$ cat config.mk
export PLATFORM = sky130hd
export DESIGN_NAME = operand_entry_fsm
export DESIGN_NICKNAME = d
export VERILOG_FILES = /design/src/rtl/operand_entry_fsm.sv
export SDC_FILE = /design/constraint.sdc
export NUM_CORES = 1
export LEC_CHECK = 0
export BUFFER_PORTS_ARGS = -buffer_cell sky130_fd_sc_hd__buf_2
export CAP_MARGIN = 30
export CORE_UTILIZATION = 25
export CTS_BUF_LIST = sky130_fd_sc_hd__clkbuf_8
export DETAILED_ROUTE_END_ITERATION = 7
export PLACE_DENSITY_LB_ADDON = 0.1
export SLEW_MARGIN = 40
export SYNTH_ARGS = -nofsm -noshare
export SYNTH_HDL_FRONTEND = slang
export SYNTH_SLANG_ARGS = --single-unit
$ cat constraint.sdc
create_clock -name clk -period 3 [get_ports clk]
set_input_delay 0.15 -clock clk [delete_from_list [all_inputs] [get_ports clk]]
set_output_delay 0.15 -clock clk [all_outputs]
set_load 0.01 [all_outputs]
$ cat src/rtl/operand_entry_fsm.sv
// Keypad operand collector: builds two packed-BCD operands plus an operator and
// presents the finished expression to the calculate stage on the equals key.
module operand_entry_fsm #(
   parameter int MAX_DIGITS = 4
) (
   input  logic                      clk,
   input  logic                      rst,
   input  logic                      key_valid,
   input  logic [7:0]                key_code,
   output logic [4*MAX_DIGITS-1:0]   reg_num1,
   output logic [4*MAX_DIGITS-1:0]   reg_num2,
   output logic [2:0]                cnt1,
   output logic [2:0]                cnt2,
   output logic [7:0]                sym,
   output logic                      calc_valid,
   output logic                      div_zero,
   output logic                      ovf,
   output logic [1:0]                stage
);

   localparam int         W       = 4 * MAX_DIGITS;
   localparam logic [2:0] MAX_CNT = 3'(MAX_DIGITS);
   localparam logic [7:0] KEY_DIV = 8'h64;

   typedef enum logic [1:0] {
      ST_OP1  = 2'd0,
      ST_OP2  = 2'd1,
      ST_DONE = 2'd2
   } state_e;

   state_e       state_q, state_d;
   logic [W-1:0] num1_q, num1_d;
   logic [W-1:0] num2_q, num2_d;
   logic [2:0]   cnt1_q, cnt1_d;
   logic [2:0]   cnt2_q, cnt2_d;
   logic [7:0]   sym_q, sym_d;
   logic         calc_valid_q, calc_valid_d;
   logic         div_zero_q, div_zero_d;
   logic         ovf_q, ovf_d;

   logic       is_digit, is_op, is_eq, is_clr;
   logic [3:0] digit;
   logic       div_by_zero;

   // ASCII digits 0x30..0x39 carry their value in the low nibble.
   assign digit       = key_code[3:0];
   assign is_digit    = key_valid && (key_code >= 8'h30) && (key_code <= 8'h39);
   assign is_op       = key_valid && (key_code >= 8'h61) && (key_code <= 8'h64);
   assign is_eq       = key_valid && (key_code == 8'h65);
   assign is_clr      = key_valid && (key_code == 8'h66);
   assign div_by_zero = (sym_q == KEY_DIV) && (num2_q == '0);

   // State register together with the datapath registers it qualifies.
   always_ff @(posedge clk) begin
      // NOTE: non-blocking assignments here so every flop samples the
      // pre-edge values of the others, regardless of statement order.
      if (rst) begin
         state_q      <= ST_OP1;
         num1_q       <= '0;
         num2_q       <= '0;
         cnt1_q       <= '0;
         cnt2_q       <= '0;
         sym_q        <= '0;
         calc_valid_q <= 1'b0;
         div_zero_q   <= 1'b0;
         ovf_q        <= 1'b0;
      end else begin
         state_q      <= state_d;
         num1_q       <= num1_d;
         num2_q       <= num2_d;
         cnt1_q       <= cnt1_d;
         cnt2_q       <= cnt2_d;
         sym_q        <= sym_d;
         calc_valid_q <= calc_valid_d;
         div_zero_q   <= div_zero_d;
         ovf_q        <= ovf_d;
      end
   end

   // Next-state logic.
   always_comb begin
      // NOTE: default assignment first so no path leaves state_d unassigned,
      // which would otherwise infer a latch.
      state_d = state_q;
      if (is_clr) begin
         state_d = ST_OP1;
      end else begin
         unique case (state_q)
            ST_OP1:  if (is_op && (cnt1_q != '0)) state_d = ST_OP2;
            ST_OP2:  if (is_eq && (cnt2_q != '0)) state_d = ST_DONE;
            ST_DONE: if (is_digit)                state_d = ST_OP1;
            default: state_d = ST_OP1;
         endcase
      end
   end

   // Registered-output next values: operands, counts, operator and pulses.
   always_comb begin
      num1_d       = num1_q;
      num2_d       = num2_q;
      cnt1_d       = cnt1_q;
      cnt2_d       = cnt2_q;
      sym_d        = sym_q;
      ovf_d        = ovf_q;
      calc_valid_d = 1'b0;
      div_zero_d   = 1'b0;

      if (is_clr) begin
         num1_d = '0;
         num2_d = '0;
         cnt1_d = '0;
         cnt2_d = '0;
         sym_d  = '0;
         ovf_d  = 1'b0;
      end else begin
         unique case (state_q)
            ST_OP1: begin
               if (is_digit) begin
                  if (cnt1_q < MAX_CNT) begin
                     num1_d = {num1_q[W-5:0], digit};
                     cnt1_d = cnt1_q + 3'd1;
                  end else begin
                     ovf_d = 1'b1;
                  end
               end
               if (is_op && (cnt1_q != '0)) sym_d = key_code;
            end
            ST_OP2: begin
               if (is_digit) begin
                  if (cnt2_q < MAX_CNT) begin
                     num2_d = {num2_q[W-5:0], digit};
                     cnt2_d = cnt2_q + 3'd1;
                  end else begin
                     ovf_d = 1'b1;
                  end
               end
               // Operator may be corrected only before operand 2 starts.
               if (is_op && (cnt2_q == '0)) sym_d = key_code;
               if (is_eq && (cnt2_q != '0)) begin
                  if (div_by_zero) div_zero_d   = 1'b1;
                  else             calc_valid_d = 1'b1;
               end
            end
            ST_DONE: begin
               if (is_digit) begin
                  num1_d = W'(digit);
                  cnt1_d = 3'd1;
                  num2_d = '0;
                  cnt2_d = '0;
                  sym_d  = '0;
                  ovf_d  = 1'b0;
               end
            end
            default: ;
         endcase
      end
   end

   assign reg_num1   = num1_q;
   assign reg_num2   = num2_q;
   assign cnt1       = cnt1_q;
   assign cnt2       = cnt2_q;
   assign sym        = sym_q;
   assign calc_valid = calc_valid_q;
   assign div_zero   = div_zero_q;
   assign ovf        = ovf_q;
   assign stage      = state_q;

endmodule
==> metrics <==
Ys Warns=0; # Post-CTS Setup Buffers=0; CTS Buf Count=5; die area=roughly 9500 sq um; First-pass DRT Iterations=4; mapped cell area=2270 sq um; setup TNS=0 ns; worst setup path startpoint=stage[1]$_SDFFE_PP0P_; Max-slew headroom=0.615; Starting Density=0.260; Clock Latency Late Sink=~0.3 ns; Critical Path RT=3.18 ns; cts repair resizes=0; count of pins over their slew limit=0; CP max FO=22; number of global-route vias before repair=between 1500 and 2000; Cells after Synth=roughly 250; Async SR Flop Fraction=0; initial antenna violation count=0; post-layout util=0.306; clock root cell=clkbuf_8; core region area=between 8000 and 9000 sq um; dpl cell area=between 2000 and 3000 sq um; DRC violations left=0; Finished Cell Area=approximately 2700 sq um; post-synth cell types=47; total power=roughly 1.1 mW; footprint of the multi-input gates=between 1000 and 1500 sq um; min Tclk post-route=1.99 ns; CP Capture Type=flip-flop; Max VDD drop=around 0.00018 V; largest net degree at the start of global routing=23; global-route wire length before repair=approximately 10000 um; sequential share of the synthesized area=0.449; die height=97.4 um; critical path arrival=around 2.2 ns; top cells by area, synth=dfxtp_1 (45%), mux2i_1 (6.6%), a21oi_1 (5.3%); Hold Crit Start=key_code[3]; clock buffer depth=2; Routed WL=6160 um; share of the clock period used by the worst path after layout=0.664; share of layout cells above drive strength 1=0.280; DP Cell Count=400; port bufs=61; Seq. cell area=~1000 sq um; Clock Sinks=51; Synth Register Bits=51; critical path class=flip-flop to flip-flop; filler instances=948; Die Span X=about 97 um; Hold Path Class=primary input to flip-flop; H-tree depth=2; starting DRC count in detailed routing=64; Routed Antenna Nets=0; power density cells=between 400 and 500 nW/um^2; Rows=34; HPWL Detailed=around 4300 um; routed len/inst=15.1 um; reg2reg start=stage[1]$_SDFFE_PP0P_; clk slew on worst S/H paths=0.10 ns; antenna diode count=0; RSZ-0062 raised after global routing=false; Post-CTS Hold Fix Bufs=0; number of synthesized flops with an enable pin=0; Lkg Pwr=1.22 nW; reg2reg setup slack=approximately 1.0 ns; area grow syn2layout=18.0%; Least-Margin Pin Slew=roughly 0.58 ns; Final Skew=roughly 0.0034 ns; Max Fclk=~500 MHz; share of the synthesized area in the top cell type=0.449; Main synth FF type=dfxtp_1; CTS tree=built; fin cells=a little over 400; Max-Cap Viols=0; GR Overflow Total=0; GPL Wtd Cong=0.751; Setup violations, final=0; Vias=1923; Boundary Pins=62; area leader, netlist=dfxtp_1; vias per cell=about 4.7; net count of the mapped netlist=260; # nets final=314; synthesized area per cell=between 9 and 10 sq um; status=complete, no violations; Final Hold Fails=0; All-Layer GR Usage=0.133; critical path launch point type=flip-flop
## cells in the mapped netlist, types with 2 or more instances
master	n
dfxtp_1	51
nand2_1	27
a21oi_1	24
o21ai_0	19
nor2_1	17
mux2i_1	15
inv_1	10
nand3_1	8
buf_6	7
nand4_1	5
o22ai_1	5
and3_1	4
buf_4	4
ha_1	4
nor4_1	4
nand2b_1	3
nor2b_1	3
a21o_1	2
and3b_1	2
buf_2	2
nor3_1	2
or3_1	2
## stage by stage
| stage | setup WS, ns | hold slack, ns |
|---|---|---|
| final | 1.01 | 0.161 |
| after global routing | 0.763 | 0.158 |
| after CTS | 0.998 | 0.155 |
| after detailed placement | 1.02 | 0.456 |
| after global placement | 1.01 | 0.457 |
| after floorplan | 1.36 | 0.289 |
## logic make-up after synthesis
kind of cell | after synthesis | synth area share
flip-flops | 51 | 0.449
AO/OA/AOI/OAI | 61 | 0.172
multiplexers | 15 | 0.0660
adder cells (fa/ha/maj) | 4 | 0.0220
AND/OR/NAND/NOR | 89 | 0.218
buffers and inverters | 25 | 0.0726
## where the power goes
group          switching (mW)  internal, mW  leakage, nW  total [mW]
logic                  0.0342        0.0143        0.768      0.0485
registers            0.000668         0.677        0.411       0.678
clock network           0.243         0.163       0.0402       0.406
## cell type report
class,instances,share of cell area
Multi-Input combinational cell,169,0.406
Sequential cell,51,0.380
Timing Repair Buffer,62,0.117
Tap cell,108,0.0503
Clock buffer,5,0.0256
Inverter,10,0.0140
Clock inverter,3,0.00746
## routing by layer
layer  vias to the layer above  global-route usage  wire length, um  part of all wire
met3                         7              0.0331              310             0.050
met4                         0              0.0452               78             0.013
met1                       891               0.201             3350              0.54
met5                         -                   0                0                 0
li1                        975                   -                -                 -
met2                        50               0.181             2420              0.39
## worst paths after layout
check,endpoint,depth (start not counted)
worst max-delay path,reg_num2[3]$_SDFFE_PP0P_,4
worst min register to register,sym[5]$_SDFFE_PP0P_,2
worst min-delay path,reg_num2[3]$_SDFFE_PP0P_,3
worst max register to register,reg_num2[3]$_SDFFE_PP0P_,4
## worst max-delay path: stages, from the launching register on
cell and delay, ns:
dfxtp_1 0.66, nor2b_1 0.34, nand4_1 0.24, nand2_2 0.47, o22ai_1 0.16
## sequential cells by signal, summed over array words and instances, names as in the netlist
name	flops
cnt1	3
sym	8
div_zero	1
reg_num1	16
ovf	1
calc_valid	1
reg_num2	16
stage	2
cnt2	3
## cells in the final DEF (no fill, tap or decap), types with 2 or more instances in the layout
cell        netlist  final
nor2_1           17     17
nand2_1          27     27
nand4_1           5      5
nand2b_1          3      3
ha_1              4      4
and3_1            4      4
dfxtp_1          51     51
a21oi_1          24     24
nor3_1            2      2
mux2i_1          15     15
buf_2             2     61
clkinvlp_4        0      2
or3_1             2      2
inv_1            10     10
o21ai_0          19     19
nor4_1            4      4
nor2b_1           3      3
nand3_1           8      8
a21o_1            2      2
clkbuf_8          0      5
o22ai_1           5      5
and3b_1           2      2
(Power assumes the default switching activity.)
